$ cat config.mk
export PLATFORM = sky130hd
export DESIGN_NAME = wbrw_arbiter
export DESIGN_NICKNAME = d
export VERILOG_FILES = /design/src/rtl/wbrw_arbiter.sv
export SDC_FILE = /design/constraint.sdc
export NUM_CORES = 1
export LEC_CHECK = 0
export BUFFER_PORTS_ARGS = -buffer_cell sky130_fd_sc_hd__buf_4
export CAP_MARGIN = 5
export CORE_AREA = 2 2 91 93
export CTS_CLUSTER_SIZE = 20
export DETAILED_ROUTE_END_ITERATION = 8
export DIE_AREA = 0 0 93 95
export PLACE_DENSITY = 0.75
export SLEW_MARGIN = 20
export SYNTH_ARGS = -nofsm -noshare
export SYNTH_HDL_FRONTEND = slang
export SYNTH_SLANG_ARGS = --single-unit
export TNS_END_PERCENT = 50
$ cat constraint.sdc
create_clock -name i_clk -period 4.4 [get_ports i_clk]
set_input_delay 0.88 -clock i_clk [delete_from_list [all_inputs] [get_ports i_clk]]
set_output_delay 0.88 -clock i_clk [all_outputs]
set_load 0.1 [all_outputs]
$ cat src/rtl/wbrw_arbiter.sv
// ============================================================================
//  Module   : wbrw_arbiter
//  Purpose  : Two-port Wishbone arbiter joining a write bridge (A) and a read
//             bridge (B) onto one pipelined master port. Round-robin on ties.
//             Optional bus watchdog enabled by macro WBRW_ARB_TIMEOUT_EN.
//  Revision : 1.0 - initial release
// ============================================================================
`default_nettype none

module wbrw_arbiter #(
    parameter int AW        = 26,
    parameter int DW        = 32,
    parameter int LGTIMEOUT = 10
) (
    input  logic              i_clk,
    input  logic              i_reset,
    // Port A: write bridge
    input  logic              i_a_cyc,
    input  logic              i_a_stb,
    input  logic [AW-1:0]     i_a_addr,
    input  logic [DW-1:0]     i_a_data,
    input  logic [DW/8-1:0]   i_a_sel,
    output logic              o_a_stall,
    output logic              o_a_ack,
    output logic              o_a_err,
    // Port B: read bridge
    input  logic              i_b_cyc,
    input  logic              i_b_stb,
    input  logic [AW-1:0]     i_b_addr,
    output logic [DW-1:0]     o_b_data,
    output logic              o_b_stall,
    output logic              o_b_ack,
    output logic              o_b_err,
    // Master port
    output logic              o_wb_cyc,
    output logic              o_wb_stb,
    output logic              o_wb_we,
    output logic [AW-1:0]     o_wb_addr,
    output logic [DW-1:0]     o_wb_data,
    output logic [DW/8-1:0]   o_wb_sel,
    input  logic              i_wb_stall,
    input  logic              i_wb_ack,
    input  logic              i_wb_err,
    input  logic [DW-1:0]     i_wb_data
);

    localparam logic [LGTIMEOUT-1:0] c_one = {{(LGTIMEOUT-1){1'b0}}, 1'b1};
    localparam logic [LGTIMEOUT-1:0] c_max = '1;

    typedef enum logic [1:0] {
        IDLE  = 2'd0,
        GNT_A = 2'd1,
        GNT_B = 2'd2
    } state_t;

    state_t               r_state;
    logic                 r_last_b;
    logic [LGTIMEOUT-1:0] r_outstanding;

    logic w_a_req, w_b_req;
    logic w_own_a, w_own_b;
    logic w_own_cyc, w_own_stb;
    logic w_inc, w_dec;
    logic w_kill, w_expire;

    assign w_a_req   = i_a_cyc && i_a_stb;
    assign w_b_req   = i_b_cyc && i_b_stb;
    assign w_own_a   = (r_state == GNT_A);
    assign w_own_b   = (r_state == GNT_B);
    assign w_own_cyc = (w_own_a && i_a_cyc) || (w_own_b && i_b_cyc);
    assign w_own_stb = (w_own_a && i_a_stb) || (w_own_b && i_b_stb);

`ifdef WBRW_ARB_TIMEOUT_EN
    logic [LGTIMEOUT-1:0] r_wdog;
    logic                 r_abort;
    logic                 w_grant_change;

    assign w_grant_change = ((r_state == IDLE) && (w_a_req || w_b_req))
                         || ((r_state != IDLE) && !w_own_cyc);
    assign w_expire = (w_own_a || w_own_b) && !r_abort && (r_wdog == c_max);
    assign w_kill   = w_expire || r_abort;

    // Once expired, the owner stays stalled off the bus until it drops cyc.
    always_ff @(posedge i_clk or posedge i_reset) begin
        if (i_reset) begin
            r_wdog  <= '0;
            r_abort <= 1'b0;
        end else if (w_grant_change) begin
            r_wdog  <= '0;
            r_abort <= 1'b0;
        end else if (w_expire) begin
            r_wdog  <= '0;
            r_abort <= 1'b1;
        end else if (i_wb_ack || i_wb_err) begin
            r_wdog  <= '0;
        end else if (o_wb_cyc && ((r_outstanding != '0) || o_wb_stb)) begin
            r_wdog  <= r_wdog + c_one;
        end
    end
`else
    assign w_expire = 1'b0;
    assign w_kill   = 1'b0;
`endif

    // Master port follows the current owner combinationally.
    assign o_wb_cyc  = w_own_cyc && !w_kill;
    assign o_wb_stb  = w_own_stb && !w_kill;
    assign o_wb_we   = w_own_a;
    assign o_wb_addr = w_own_b ? i_b_addr : i_a_addr;
    assign o_wb_data = i_a_data;
    assign o_wb_sel  = w_own_b ? {(DW/8){1'b1}} : i_a_sel;

    assign o_a_stall = w_own_a ? (i_wb_stall || w_kill) : 1'b1;
    assign o_b_stall = w_own_b ? (i_wb_stall || w_kill) : 1'b1;
    assign o_a_ack   = w_own_a && !w_kill && i_wb_ack;
    assign o_b_ack   = w_own_b && !w_kill && i_wb_ack;
    assign o_a_err   = w_own_a && (w_expire || (!w_kill && i_wb_err));
    assign o_b_err   = w_own_b && (w_expire || (!w_kill && i_wb_err));
    assign o_b_data  = i_wb_data;

    assign w_inc = o_wb_stb && !i_wb_stall;
    assign w_dec = i_wb_ack || i_wb_err;

    always_ff @(posedge i_clk or posedge i_reset) begin
        if (i_reset)
            r_outstanding <= '0;
        else if (!o_wb_cyc)
            r_outstanding <= '0;
        else if (w_inc && !w_dec && (r_outstanding != c_max))
            r_outstanding <= r_outstanding + c_one;
        else if (w_dec && !w_inc && (r_outstanding != '0))
            r_outstanding <= r_outstanding - c_one;
    end

    // A handover straight to the other port only happens with nothing in
    // flight, so late acks can never be delivered to the new owner.
    always_ff @(posedge i_clk or posedge i_reset) begin
        if (i_reset) begin
            r_state  <= IDLE;
            r_last_b <= 1'b1;
        end else begin
            case (r_state)
                IDLE: begin
                    if (w_a_req && (!w_b_req || r_last_b)) begin
                        r_state  <= GNT_A;
                        r_last_b <= 1'b0;
                    end else if (w_b_req) begin
                        r_state  <= GNT_B;
                        r_last_b <= 1'b1;
                    end
                end
                GNT_A: begin
                    if (!i_a_cyc) begin
                        if (w_b_req && (r_outstanding == '0) && !w_kill) begin
                            r_state  <= GNT_B;
                            r_last_b <= 1'b1;
                        end else begin
                            r_state  <= IDLE;
                        end
                    end
                end
                GNT_B: begin
                    if (!i_b_cyc) begin
                        if (w_a_req && (r_outstanding == '0) && !w_kill) begin
                            r_state  <= GNT_A;
                            r_last_b <= 1'b0;
                        end else begin
                            r_state  <= IDLE;
                        end
                    end
                end
                default: r_state <= IDLE;
            endcase
        end
    end

endmodule

`default_nettype wire

### Word-level counts from Yosys, hierarchy flattened

Index checks and enable logic that the tools add are counted.

| storage, ports and cells | value |
|---|---|
| register bits after elaboration | 13 |
| bits of input ports | 129 |
| word-level logic and storage cells | 67 |

| operators by class | value |
|---|---|
| add/subtract/negate cells | 2 |
| equality and inequality tests | 9 |
| muxes and demuxes | 21 |
| reductions and logical operators | 32 |

Operators with widths:

| kind | number |
|---|---|
| $mux 10 | 3 |
| $mux 26 | 1 |
| $logic_and 1x1->1 | 18 |
| $add 10x1->10 const B | 1 |
| $logic_not 10->1 | 1 |
| $mux 2 | 5 |
| $ne 10x10->1 const B | 1 |
| $reduce_bool 10->1 | 1 |
| $sub 10x1->10 const B | 1 |
| $mux 1 | 9 |
| $pmux 2 s3 | 1 |
| $reduce_and 6->1 | 1 |
| $logic_not 1->1 | 4 |
| $logic_or 1x1->1 | 4 |
| $mux 4 | 1 |
| $ne 2x1->1 const B | 2 |
| $ne 2x2->1 const B | 2 |
| $ne 3x1->1 const B | 1 |
| $ne 3x3->1 const B | 1 |
| $pmux 1 s3 | 1 |
| $reduce_and 3->1 | 1 |
| $reduce_bool 3->1 | 1 |
| $eq 2x1->1 const B | 1 |
| $eq 2x2->1 const B | 1 |
| $logic_not 2->1 | 1 |

### Longest topological paths before layout

Gate-level depths: netlist of the first run.

| logic depth | value |
|---|---|
| depth after elaboration | 10 |
| depth in mapped cells | 13 |

### Worst setup path after synthesis of the first run

Ideal clock, no wire load.

| timing path | value |
|---|---|
| path type | reg2reg |
| start | register r_state[1] |
| end | register r_outstanding[9] |
| setup time | 0.094 ns |
| arrival | 4.263 ns |
| path slack | 0.043 ns |
| cell stages (with the launch flop) | 13 |
| clock period less this slack | 4.357 ns |
| cell sequence | dfrtp_1 > inv_1 > ha_1 > a22o_1 > nand3_1 > or2_2 > ha_1 > a21oi_1 > nor3_1 > o31ai_1 > a21oi_1 > a31o_2 > a211oi_1 |

| between the ends | value |
|---|---|
| word-level cells in the longest chain between the ends | 8 |

Ends and longest elaborated chain:

| item | line | text |
|---|---|---|
| start: declaration | 56 | `state_t r_state;` |
| start signal: assignment | 139 | `r_state <= IDLE;` |
| start signal: assignment | 145 | `r_state <= GNT_A;` |
| start signal: assignment | 148 | `r_state <= GNT_B;` |
| $eq 2x1->1 (*) | 68 | `assign w_own_a = (r_state == GNT_A);` |
| net o_wb_we | 37 | `output logic o_wb_we,` |
| $logic_and 1x1->1 (*) | 71 | `assign w_own_stb = (w_own_a && i_a_stb) \|\| (w_own_b && i_b_stb);` |
| $logic_or 1x1->1 (*) | 71 |  |
| net o_wb_stb | 36 | `output logic o_wb_stb,` |
| $logic_and 1x1->1 (*) | 121 | `assign w_inc = o_wb_stb && !i_wb_stall;` |
| $logic_not 1->1 or $logic_and 1x1->1 (tied branches) | 131, 129 |  |
| $logic_and 1x1->1, on equally long branches | 131, 129 |  |
| $logic_and 1x1->1 or $mux 10 (tied branches) | 131, 129 |  |
| $ne 3x1->1 (no source line) or $mux 10 (tied branches) | -- |  |
| end signal: assignment | 130 | `r_outstanding <= r_outstanding + c_one;` |
| end signal: assignment | 132 | `r_outstanding <= r_outstanding - c_one;` |
| end: declaration | 58 | `logic [LGTIMEOUT-1:0] r_outstanding;` |

Mark *: on every way through the listed nets, which the timed path passes. The rest lies on a longest branch.
A chain may end at the register's enable or synchronous reset.

### Worst setup path in the final report of the first run

| timing path | value |
|---|---|
| start | register r_state[1] |
| end | register r_outstanding[9] |

| between the ends | value |
|---|---|
| word-level cells in the longest chain between the ends | 8 |

Ends and longest elaborated chain:

| item | line |
|---|---|
| $eq 2x1->1 or $eq 2x2->1 (tied branches) | 68, 69 |
| $logic_and 1x1->1 | 71 |
| $logic_or 1x1->1 | 71 |
| $logic_and 1x1->1 | 121 |
| $logic_not 1->1 or $logic_and 1x1->1 (tied branches) | 131, 129 |
| $logic_and 1x1->1, on equally long branches | 131, 129 |
| $logic_and 1x1->1 or $mux 10 (tied branches) | 131, 129 |
| $ne 3x1->1 (no source line) or $mux 10 (tied branches) | -- |

Several ways; a longest one is shown, not always the timed one.

==> metrics.md, run 1 <==
| Metric | Value |
|---|---|
| HP Class | `reg -> reg` |
| Reg2reg end | `r_outstanding[9]$_DFFE_PP0P_` |
| Unrepaired setup endpoints after global routing | `false` |
| Initial drt markers | `80` |
| Residual DRC | `0` |
| Worst slew pin tran | `631 ps` |
| CP Class | `reg -> reg` |
| Post-Synthesis Cells | `232` |
| Crit-path cells | `inv_1, ha_1, a22o_1, nand3_1, or2_2, ha_1, a21oi_1, nor3_1, o31ai_1, a21oi_1, a311oi_1, a211oi_1` |
| Setup tns final | `0 ps` |
| P per Cell Area | `just over 900 nW/µm²` |
| Final setup fails | `0` |
| Root buffer cell | `clkbuf_8` |
| Simple-Gate Fraction of Synth Area | `0.148` |
| Vias | `1784` |
| Final WL | `between 7 and 8 mm` |
| Post-synth ARST share | `1.00` |
| Main combinational cell family by area after synthesis | `buffers and inverters` |
| Reg2reg start | `r_state[1]$_DFFE_PP0P_` |
| Average cell area after synthesis | `8.54 µm²` |
| Synth Area in Adders | `0.0859` |
| Final Hold Viols | `0` |
| FF+latch count, synth | `13` |
| P_int | `between 700 and 800 µW` |
| Max Slew Vio Count | `0` |
| Crit path arrival time | `3400 ps` |
| Relative slew margins | `0.577` |
| R2R Setup Slk | `1140 ps` |
| Min cycle time layout | `3260 ps` |
| Critical Path RT | `4540 ps` |
| Ant diodes | `0` |
| Chip height | `95 µm` |
| Sequential share of the synthesized area | `0.165` |
| Synthesized Nets | `374` |
| Die W | `93 µm` |
| Fin area | `2430 µm²` |
| Post-DP Area | `2390 µm²` |
| Fmax | `a little over 0.3 GHz` |
| Final Util | `0.307` |
| Routability congestion estimate | `0.860` |
| Routed len/inst | `18.6 µm` |
| Post-cts sizing count | `0` |
| Run status | `completed` |
| DP HPWL | `5.90 mm` |
| R2R depth | `12` |
| Worst hold margin | `~570 ps` |
| Max Cap Viol | `0` |
| Mapped cell area | `1980 µm²` |
| CP endpoint kind | `register` |
| # fillers | `851` |
| Total Die Area | `~8800 µm²` |
| Critical Path Fanout Max | `11` |
| Initial antenna violation count | `0` |
| Global-route wire length before repair | `10.4 mm` |
| Largest net degree at the start of global routing | `37` |
| Final Net Count | `between 400 and 500` |
| I/O Buffers | `103` |
| Rows | `33` |
| Hold buffers post-CTS | `0` |
| Peak supply drop | `0.334 mV` |
| Post-CTS setup repair buffer count | `0` |
| Pre-Repair DR Iteration Count | `5` |
| Tot Pwr | `2.23 mW` |
| Clk_skew | `8.39 ps` |
| Worst-skew pair later-pin latency | `about 260 ps` |
| Clock buffer depth | `2` |
| H-tree levels | `1` |
| Net Switching | `1.43 mW` |
| Compound-gate portion of the synthesized area | `0.0979` |
| Clk pwr share | `0.053` |
| Area growth syn-to-layout | `22.9%` |
| Period utilization | `0.741` |
| Vias in the first global route | `1872` |
| Worst-path clk slew | `70 ps` |
| Synth Warn # | `0` |
| CTS Sinks | `13` |
| Critical path startpoint | `r_state[1]$_DFFE_PP0P_` |
| All-Layer GR Usage | `0.156` |
| Total grt overflow | `0` |
| Post-synth EDFFs | `0` |
| Placeable Area | `slightly below 8000 µm²` |
| Largest stage delay on the critical path | `about 410 ps` |
| Pleak | `between 1 and 1.5 nW` |
| Initial Util | `0.250` |
| Sequential power share | `0.088` |
| Num CTS Buffers | `3` |
| Layout cells sized above 1 | `0.539` |
| Gate power share | `0.859` |
| Crit path max-delay cell type | `dfrtp_1` |
| Switching Fraction | `0.641` |
| Critical Path Start Type | `register` |
| Main synth FF type | `dfrtp_1` |
| Number of routed nets with antenna violations | `0` |
| Xor and xnor area share after synthesis | `0.0354` |
| Multiplexer share of the synthesized area | `0.191` |
| Num ports | `232` |
| CTS tree | `yes` |
| Worst Setup EP | `r_outstanding[9]$_DFFE_PP0P_` |
| Routed vias/inst | `about 4.7` |
| Distinct cells, synth | `41` |
## cell usage after synthesis (3+ instances only)
library cell	n	share of area
inv_1	10	0.019
a21oi_1	8	0.020
nor2_1	14	0.027
and2_1	4	0.013
nor3_1	4	0.010
or2_2	5	0.016
mux2_2	26	0.15
dfrtp_1	12	0.15
o21ai_0	5	0.013
ha_1	12	0.076
buf_4	64	0.24
nand3_1	6	0.015
nand2_1	13	0.025
mux2i_1	7	0.035
xnor2_1	4	0.018
a22o_1	3	0.013
xor2_1	4	0.018
## state kept, by name, indices dropped and copies added (netlist names)
signal,cells
r_outstanding,10
r_state,2
r_last_b,1
## worst max-delay path, delay by kind of cell, from the launching register on
kind	cells	cell delay (ps)
adder cells (fa/ha/maj)	2	640
flip-flops	1	410
AND/OR/NAND/NOR	3	630
buffers and inverters	1	90
AO/OA/AOI/OAI	6	1360
## per-layer routing
metal | GRT usage | share of wire | wire, µm
met5 | 0.0298 | 0.0041 | 29
met3 | 0.122 | 0.18 | 1240
met4 | 0.0539 | 0.022 | 155
met2 | 0.243 | 0.47 | 3280
met1 | 0.158 | 0.33 | 2300
## power groups by stage
stage	combinational, mW	clock (mW)	sequential, mW
5_1_grt	2.02	0.122	0.202
6_report	1.91	0.117	0.196
3_3_place_gp	1.89	0	0.195
3_5_place_dp	1.91	0	0.198
2_1_floorplan	1.84	0	0.187
4_1_cts	1.92	0.118	0.196
## layout make-up
| class | instances | area, µm² | share of cell area |
|---|---|---|---|
| multi-input cells | 139 | 1110 | 0.454 |
| repair buffers | 105 | 788 | 0.324 |
| flip-flops and latches | 13 | 327 | 0.134 |
| well taps | 105 | 131 | 0.0540 |
| clock buffers | 4 | 45.0 | 0.0185 |
| inverters | 10 | 37.5 | 0.0154 |
## placed cells by master, fill, tap and decap left out, drive strengths merged, types with 4 or more instances in the layout
master and count:
a21oi 8, and2 4, buf 105, clkbuf 4, dfrtp 12, ha 12
inv 10, mux2 27, mux2i 7, nand2 13, nand3 7, nor2 14
nor3 4, o21ai 5, or2 5, xnor2 4, xor2 4
## worst min-delay path by stage
stage                                 start                           end  cells after the start
2_1_floorplan  r_outstanding[7]$_DFFE_PP0P_  r_outstanding[7]$_DFFE_PP0P_                      2
5_1_grt        r_outstanding[7]$_DFFE_PP0P_  r_outstanding[7]$_DFFE_PP0P_                      2
4_1_cts        r_outstanding[7]$_DFFE_PP0P_  r_outstanding[7]$_DFFE_PP0P_                      2
6_report       r_outstanding[7]$_DFFE_PP0P_  r_outstanding[7]$_DFFE_PP0P_                      2
3_3_place_gp         r_state[1]$_DFFE_PP0P_        r_state[1]$_DFFE_PP0P_                      1
3_5_place_dp   r_outstanding[7]$_DFFE_PP0P_  r_outstanding[7]$_DFFE_PP0P_                      2
## logic make-up (layout without fill, tap and decap cells)
kind of cell             count (synthesis)  in the layout
buffers and inverters                   80            119
AND/OR/NAND/NOR                         55             55
multiplexers                            34             34
AO/OA/AOI/OAI                           29             29
adder cells (fa/ha/maj)                 13             13
flip-flops                              13             13
XOR/XNOR                                 8              8
## metrics by stage
step                std cells  worst slack (ps)
global route              376               760
detailed placement        372              1060
floorplan                 232              42.8
global placement          372              1160
finish                    376              1140
CTS                       376              1150
No activity file was read; power rests on OpenSTA's default activity.
==> inputs of run 2 (changes only) <==
--- a/config.mk
+++ b/config.mk
@@ -7,11 +7,11 @@
 export LEC_CHECK = 0
 export BUFFER_PORTS_ARGS = -buffer_cell sky130_fd_sc_hd__buf_4
 export CAP_MARGIN = 5
-export CORE_AREA = 2 2 91 93
+export CORE_AREA = 2 2 89 91
 export CTS_CLUSTER_SIZE = 20
 export DETAILED_ROUTE_END_ITERATION = 8
-export DIE_AREA = 0 0 93 95
-export PLACE_DENSITY = 0.75
+export DIE_AREA = 0 0 91 93
+export PLACE_DENSITY = 0.77
 export SLEW_MARGIN = 20
 export SYNTH_ARGS = -nofsm -noshare
 export SYNTH_HDL_FRONTEND = slang
==> constraint.sdc (replaced) <==
create_clock -name i_clk -period 3.3 [get_ports i_clk]
set_input_delay 0.66 -clock i_clk [delete_from_list [all_inputs] [get_ports i_clk]]
set_output_delay 0.66 -clock i_clk [all_outputs]
set_load 0.1 [all_outputs]
==> metrics.md, run 2 (synthesized netlist as in run 1, its figures left out) <==
| Metric | Value |
|---|---|
| Run status | `completed` |
| Routability congestion estimate | `0.839 (-2.5%)` |
| Ant diodes | `0 (unchanged)` |
| Hold buffers post-CTS | `0 (unchanged)` |
| Unrepaired setup endpoints after global routing | `false` |
| Max reg flops | `10 (unchanged)` |
| Min cycle time layout | `3060 ps (-204 ps)` |
| Multi-input logic area | `1130 µm² (+2.4%)` |
| Worst-skew pair later-pin latency | `250 ps (about the same)` |
| Final setup fails | `0 (unchanged)` |
| Residual DRC | `0 (unchanged)` |
| Critical Path Fanout Max | `11 (unchanged)` |
| Relative slew margins | `0.584 (+0.00648)` |
| Layout cells sized above 1 | `0.551 (+0.0127)` |
| Sequential power share | `0.088 (about the same)` |
| P_int | `1.09 mW (+36%)` |
| Largest net degree at the start of global routing | `37 (unchanged)` |
| Critical Path Start Type | `register` |
| DP HPWL | `5.72 mm (-3.0%)` |
| Vias in the first global route | `1786 (-4.6%)` |
| Area growth syn-to-layout | `24.4%` |
| Initial antenna violation count | `0 (unchanged)` |
| Crit path arrival time | `3220 ps (-180 ps)` |
| Peak supply drop | `0.677 mV (+100%)` |
| Critical Path RT | `3470 ps (-1070 ps)` |
| H-tree levels | `1 (unchanged)` |
| Total Die Area | `8460 µm² (-4.2%)` |
| Largest Register | `r_outstanding` |
| Num CTS Buffers | `3 (unchanged)` |
| CP endpoint kind | `register` |
| # fillers | `824 (-3.2%)` |
| Root buffer cell | `clkbuf_8` |
| Num ports | `232 (unchanged)` |
| Fmax | `0.327 GHz (+6.7%)` |
| Final WL | `6.58 mm (-6.2%)` |
| Period utilization | `0.926 (+0.185)` |
| Worst-path clk slew | `60 ps (about the same)` |
| Die W | `91 µm (-2.2%)` |
| Pleak | `1.22 nW (+0.84%)` |
| Crit path max-delay cell type | `dfrtp_1` |
| Clock buffer depth | `2 (unchanged)` |
| Crit-path leading delay family | `compound AO/OA/AOI/OAI gates` |
| Initial Util | `0.263 (+0.0133)` |
| Setup tns final | `0 ps (unchanged)` |
| Number of routed nets with antenna violations | `0 (unchanged)` |
| Pre-Repair DR Iteration Count | `4 (-1)` |
| Reg2reg start | `r_state[0]$_DFFE_PP0P_` |
| Max Cap Viol | `0 (unchanged)` |
| Worst slew pin tran | `621 ps (-9.68 ps)` |
| Crit-path cells | `inv_1, ha_1, a22o_4, nand3_1, or2_2, ha_1, a21oi_1, nor3_1, o31ai_2, a21oi_1, a31o_2, a211oi_1` |
| HP Class | `in -> async` |
| Worst Slack Setup Final | `243 ps (-896 ps)` |
| Commonest non-fill, non-tap cell in the layout | `buf_4` |
| All-Layer GR Usage | `0.153 (-0.00345)` |
| R2R depth | `12 (unchanged)` |
| Critical path buffers and inverters | `1 (unchanged)` |
| I/O Buffers | `103 (unchanged)` |
| P per Cell Area | `1220 nW/µm² (+34%)` |
| R2R Setup Slk | `240 ps (-900 ps)` |
| Routed vias/inst | `4.57 (-3.6%)` |
| Final Hold Viols | `0 (unchanged)` |
| Clk pwr share | `0.050 (-0.003)` |
| Total grt overflow | `0 (unchanged)` |
| Vias | `1710 (-4.1%)` |
| Flip-flop and latch area | `327 µm² (unchanged)` |
| Dpl ws | `132 ps (-926 ps)` |
| CP Class | `reg -> reg` |
| Routed len/inst | `17.6 µm (-5.7%)` |
| CTS Sinks | `13 (unchanged)` |
| Net Switching | `1.92 mW (+35%)` |
| CTS tree | `yes` |
| Reg2reg end | `r_outstanding[9]$_DFFE_PP0P_` |
| Rows | `32 (-3.0%)` |
| Clk_skew | `8.90 ps (+0.512 ps)` |
| Chip height | `93 µm (-2.1%)` |
| Switching Fraction | `0.639 (-0.00192)` |
| Most frequent cells in the layout | `buf_4, mux2_2, nor2_1, nand2_1, dfrtp_1` |
| Final Net Count | `415 (+0.24%)` |
| Gate power share | `0.862 (+0.003)` |
| Biggest regs | `r_outstanding: 10 flops, r_state: 2 flops, r_last_b: 1 flops` |
| Max Slew Vio Count | `0 (unchanged)` |
| Global-route wire length before repair | `9.78 mm (-6.1%)` |
| Placeable Area | `7530 µm² (-5.1%)` |
| Largest stage delay on the critical path | `440 ps (+30 ps)` |
| Initial drt markers | `51 (-36%)` |
run 2: cell count changes in the layout (fill, tap and decap cells not counted), sizes merged:
cell / previous run / this run
buf: 105 / 106
run 2: how the worst max path moves through the flow:
stage | startpoint | end | slack (ps) | cells past startpoint
3_3_place_gp | i_wb_err | r_outstanding[9]$_DFFE_PP0P_ | 310 | 11
2_1_floorplan | r_state[1]$_DFFE_PP0P_ | r_outstanding[9]$_DFFE_PP0P_ | 70 | 12
3_5_place_dp | i_wb_err | r_outstanding[9]$_DFFE_PP0P_ | 130 | 11
6_report | r_state[0]$_DFFE_PP0P_ | r_outstanding[9]$_DFFE_PP0P_ | 240 | 12
5_1_grt | r_state[0]$_DFFE_PP0P_ | r_outstanding[9]$_DFFE_PP0P_ | 70 | 12
4_1_cts | r_state[0]$_DFFE_PP0P_ | r_outstanding[9]$_DFFE_PP0P_ | 190 | 12
run 2: routing by layer:
metal	global-route usage	up-vias	wire length, µm
li1	-	811	-
met1	0.167	775	2460
met2	0.268	117	3320
met3	0.0629	7	673
met4	0.0505	0	126
met5	0	-	0
run 2: per-stage QoR:
| step | util | power [mW] | hold slack (ps) | instances | cell area (µm²) |
|---|---|---|---|---|---|
| final | 0.327 | 3.01 | 449 | 374 | 2460 |
| after global routing | 0.327 | 3.17 | 503 | 374 | 2460 |
| after CTS | 0.327 | 3.03 | 471 | 374 | 2460 |
| after detailed placement | 0.321 | 2.87 | 567 | 370 | 2410 |
| after global placement | 0.321 | 2.85 | 549 | 370 | 2410 |
| after floorplan | - | 2.72 | 512 | 232 | 2000 |
run 2: power by group through the flow:
stage          Sequential (mW)  Combinational [mW]  Clock [mW]
2_1_floorplan            0.252                2.47           0
3_3_place_gp             0.265                2.58           0
3_5_place_dp             0.266                2.60           0
4_1_cts                  0.265                2.61       0.153
5_1_grt                  0.274                2.73       0.160
6_report                 0.265                2.60       0.149
run 2: layout make-up:
type | count | share of cell area
multi-input combinational | 139 | 0.459
timing repair buffer | 106 | 0.323
sequential | 13 | 0.132
tap | 102 | 0.0518
clock buffer | 4 | 0.0183
inverter | 10 | 0.0152
run 2: worst register-to-register path, delay by kind of cell, from the launching register on:
family / cells / cell delay [ps]
flip-flops: 1 / 440
buffers and inverters: 1 / 110
AND/OR/NAND/NOR: 3 / 620
adder cells (fa/ha/maj): 2 / 520
AO/OA/AOI/OAI: 6 / 1290
run 2: repair_timing:
item,in CTS,in global routing
buffers inserted,0,0
resized for setup,0,1
setup endpoints to repair,0,1
hold endpoints to repair,0,0
==> inputs of run 3 (changes only) <==
--- a/config.mk
+++ b/config.mk
@@ -7,11 +7,12 @@
 export LEC_CHECK = 0
 export BUFFER_PORTS_ARGS = -buffer_cell sky130_fd_sc_hd__buf_4
 export CAP_MARGIN = 5
-export CORE_AREA = 2 2 89 91
+export CELL_PAD_IN_SITES_DETAIL_PLACEMENT = 1
+export CELL_PAD_IN_SITES_GLOBAL_PLACEMENT = 1
+export CORE_UTILIZATION = 21
 export CTS_CLUSTER_SIZE = 20
 export DETAILED_ROUTE_END_ITERATION = 8
-export DIE_AREA = 0 0 91 93
-export PLACE_DENSITY = 0.77
+export PLACE_DENSITY = 0.91
 export SLEW_MARGIN = 20
 export SYNTH_ARGS = -nofsm -noshare
 export SYNTH_HDL_FRONTEND = slang
==> metrics.md, run 3 (synthesized netlist as in run 1, its figures left out) <==
| Metric | Value |
|---|---|
| Vias in the first global route | `1945 (+8.9%)` |
| Most common cell on crit path | `ha_1` |
| CTS tree | `yes` |
| Most frequent cells in the layout | `buf_4, mux2_2, nor2_1, nand2_1, dfrtp_1` |
| Die W | `99.1 µm (+9.0%)` |
| Largest stage delay on the critical path | `450 ps (about the same)` |
| Setup tns final | `0 ps (unchanged)` |
| Fmax | `0.324 GHz (-1.1%)` |
| HP Class | `in -> async` |
| Critical Path Fanout Max | `11 (unchanged)` |
| Num CTS Buffers | `3 (unchanged)` |
| CP Class | `reg -> reg` |
| Initial drt markers | `56 (+9.8%)` |
| Commonest non-fill, non-tap cell in the layout | `buf_4` |
| H-tree levels | `1 (unchanged)` |
| Chip height | `99.1 µm (+6.6%)` |
| Dpl ws | `119 ps (-12.9 ps)` |
| Gate power share | `0.862 (about the same)` |
| Vias | `1755 (+2.6%)` |
| Clk_skew | `2.93 ps (-5.97 ps)` |
| Number of routed nets with antenna violations | `0 (unchanged)` |
| DP HPWL | `6.02 mm (+5.2%)` |
| Routed len/inst | `18.3 µm (+4.1%)` |
| Max Cap Viol | `0 (unchanged)` |
| CTS Sinks | `13 (unchanged)` |
| Critical Path RT | `3460 ps (about the same)` |
| Run status | `completed` |
| Post-DP Area | `2420 µm² (+0.16%)` |
| Placeable Area | `9200 µm² (+22%)` |
| Peak supply drop | `0.604 mV (-11%)` |
| Reg2reg end | `r_outstanding[9]$_DFFE_PP0P_` |
| Final WL | `6.99 mm (+6.4%)` |
| Max reg flops | `10 (unchanged)` |
| Initial antenna violation count | `0 (unchanged)` |
| Crit path max-delay cell type | `dfrtp_1` |
| Period utilization | `0.937 (+0.0103)` |
| Reg2reg start | `r_state[0]$_DFFE_PP0P_` |
| Relative slew margins | `0.565 (-0.0190)` |
| Min cycle time layout | `3090 ps (+33.9 ps)` |
| R2R depth | `12 (unchanged)` |
| Rows | `35 (+9.4%)` |
| Clk pwr share | `0.050 (about the same)` |
| Area growth syn-to-layout | `24.6%` |
| Root buffer cell | `clkbuf_8` |
| Layout cells sized above 1 | `0.550 (-0.00166)` |
| Final Net Count | `414 (-0.24%)` |
| Residual DRC | `0 (unchanged)` |
| Inst Count DP | `378 (+2.2%)` |
| Post-CTS setup repair buffer count | `0 (unchanged)` |
| Final setup fails | `0 (unchanged)` |
| Routability congestion estimate | `0.897 (+6.9%)` |
| R2R Setup Slk | `210 ps (-30 ps)` |
| Total Die Area | `9830 µm² (+16%)` |
| Ant diodes | `0 (unchanged)` |
| Critical Path Start Type | `register` |
| Crit path arrival time | `3250 ps (+30 ps)` |
| Unrepaired setup endpoints after global routing | `false` |
| Pre-Repair DR Iteration Count | `5 (+1)` |
| Global-route wire length before repair | `10.6 mm (+8.2%)` |
| Pleak | `1.21 nW (-0.44%)` |
| P per Cell Area | `1230 nW/µm² (+0.70%)` |
| Max Slew Vio Count | `0 (unchanged)` |
| Total grt overflow | `0 (unchanged)` |
| Worst-path clk slew | `60 ps (about the same)` |
| Crit-path cells | `inv_1, ha_1, a22o_4, nand3_1, or2_2, ha_1, nand2_1, nor3_1, o31ai_2, a21oi_1, a311oi_1, a211oi_1` |
| Largest Register | `r_outstanding` |
| Worst slew pin tran | `650 ps (+28.4 ps)` |
| # fillers | `1102 (+34%)` |
| Routed vias/inst | `4.59 (+0.48%)` |
| Initial Util | `0.216 (-0.0478)` |
| I/O Buffers | `103 (unchanged)` |
| CP endpoint kind | `register` |
| Biggest regs | `r_outstanding: 10 flops, r_state: 2 flops, r_last_b: 1 flops` |
| Fin area | `2470 µm² (+0.15%)` |
| Worst Slack Setup Final | `209 ps (-33.9 ps)` |
| Switching Fraction | `0.643 (+0.00388)` |
| Net Switching | `1.95 mW (+1.5%)` |
| Num ports | `232 (unchanged)` |
| P_int | `1.08 mW (-0.23%)` |
| Sequential power share | `0.088 (about the same)` |
| Final Hold Viols | `0 (unchanged)` |
| Largest net degree at the start of global routing | `37 (unchanged)` |
| All-Layer GR Usage | `0.141 (-0.0112)` |
| Clock buffer depth | `2 (unchanged)` |
| Worst-skew pair later-pin latency | `250 ps (about the same)` |
| Post-Layout Cell Count | `382 (+2.1%)` |
## run 3: worst max-delay path by stage
stage	startpoint	endpoint	slack, ps	cells after the start
after floorplan	r_state[1]$_DFFE_PP0P_	r_outstanding[9]$_DFFE_PP0P_	70	12
after global placement	i_wb_err	r_outstanding[9]$_DFFE_PP0P_	280	11
after detailed placement	i_wb_err	r_outstanding[9]$_DFFE_PP0P_	120	11
after CTS	r_state[0]$_DFFE_PP0P_	r_outstanding[9]$_DFFE_PP0P_	150	12
after global routing	r_state[0]$_DFFE_PP0P_	r_outstanding[9]$_DFFE_PP0P_	5	12
final	r_state[0]$_DFFE_PP0P_	r_outstanding[9]$_DFFE_PP0P_	210	12
## run 3: layout make-up
type	instances	area, µm²	share of cell area
multi-input cells	139	1130	0.459
repair buffers	105	788	0.319
flip-flops and latches	13	327	0.132
well taps	111	139	0.0563
clock buffers	4	45.0	0.0182
inverters	10	37.5	0.0152
## run 3: timing repair
item | in CTS | in global routing
hold buffers | 0 | 0
endpoints found under the setup margin | 0 | 1
gates resized for setup | 0 | 1
## run 3: power by group through the flow
stage               Combinational [mW]  Clock, mW  Sequential (mW)
global route                      2.74      0.164            0.274
finish                            2.62      0.151            0.269
floorplan                         2.47          0            0.252
CTS                               2.62      0.152            0.267
global placement                  2.56          0            0.262
detailed placement                2.61          0            0.270
## run 3: stage by stage
stage	utilization	power (mW)	hold slack, ps
after floorplan	-	2.72	512
final	0.268	3.04	465
after global placement	0.263	2.82	546
after CTS	0.268	3.04	497
after detailed placement	0.263	2.88	572
after global routing	0.268	3.18	514
## run 3: layer usage
metal  track usage  up-vias  wire, µm
li1              -      807         -
met1         0.140      819      2430
met2         0.263      107      3670
met3        0.0471       22       553
met4        0.0735        0       342
met5             0        -         0
## run 3: critical path: cells and delay by family, from the launching register on
family	cells	cell delay, ps
buffers and inverters	1	130
and+or+nand+nor	4	990
AOI/OAI and AO/OA	5	830
adders and majority gates	2	610
DFF	1	450
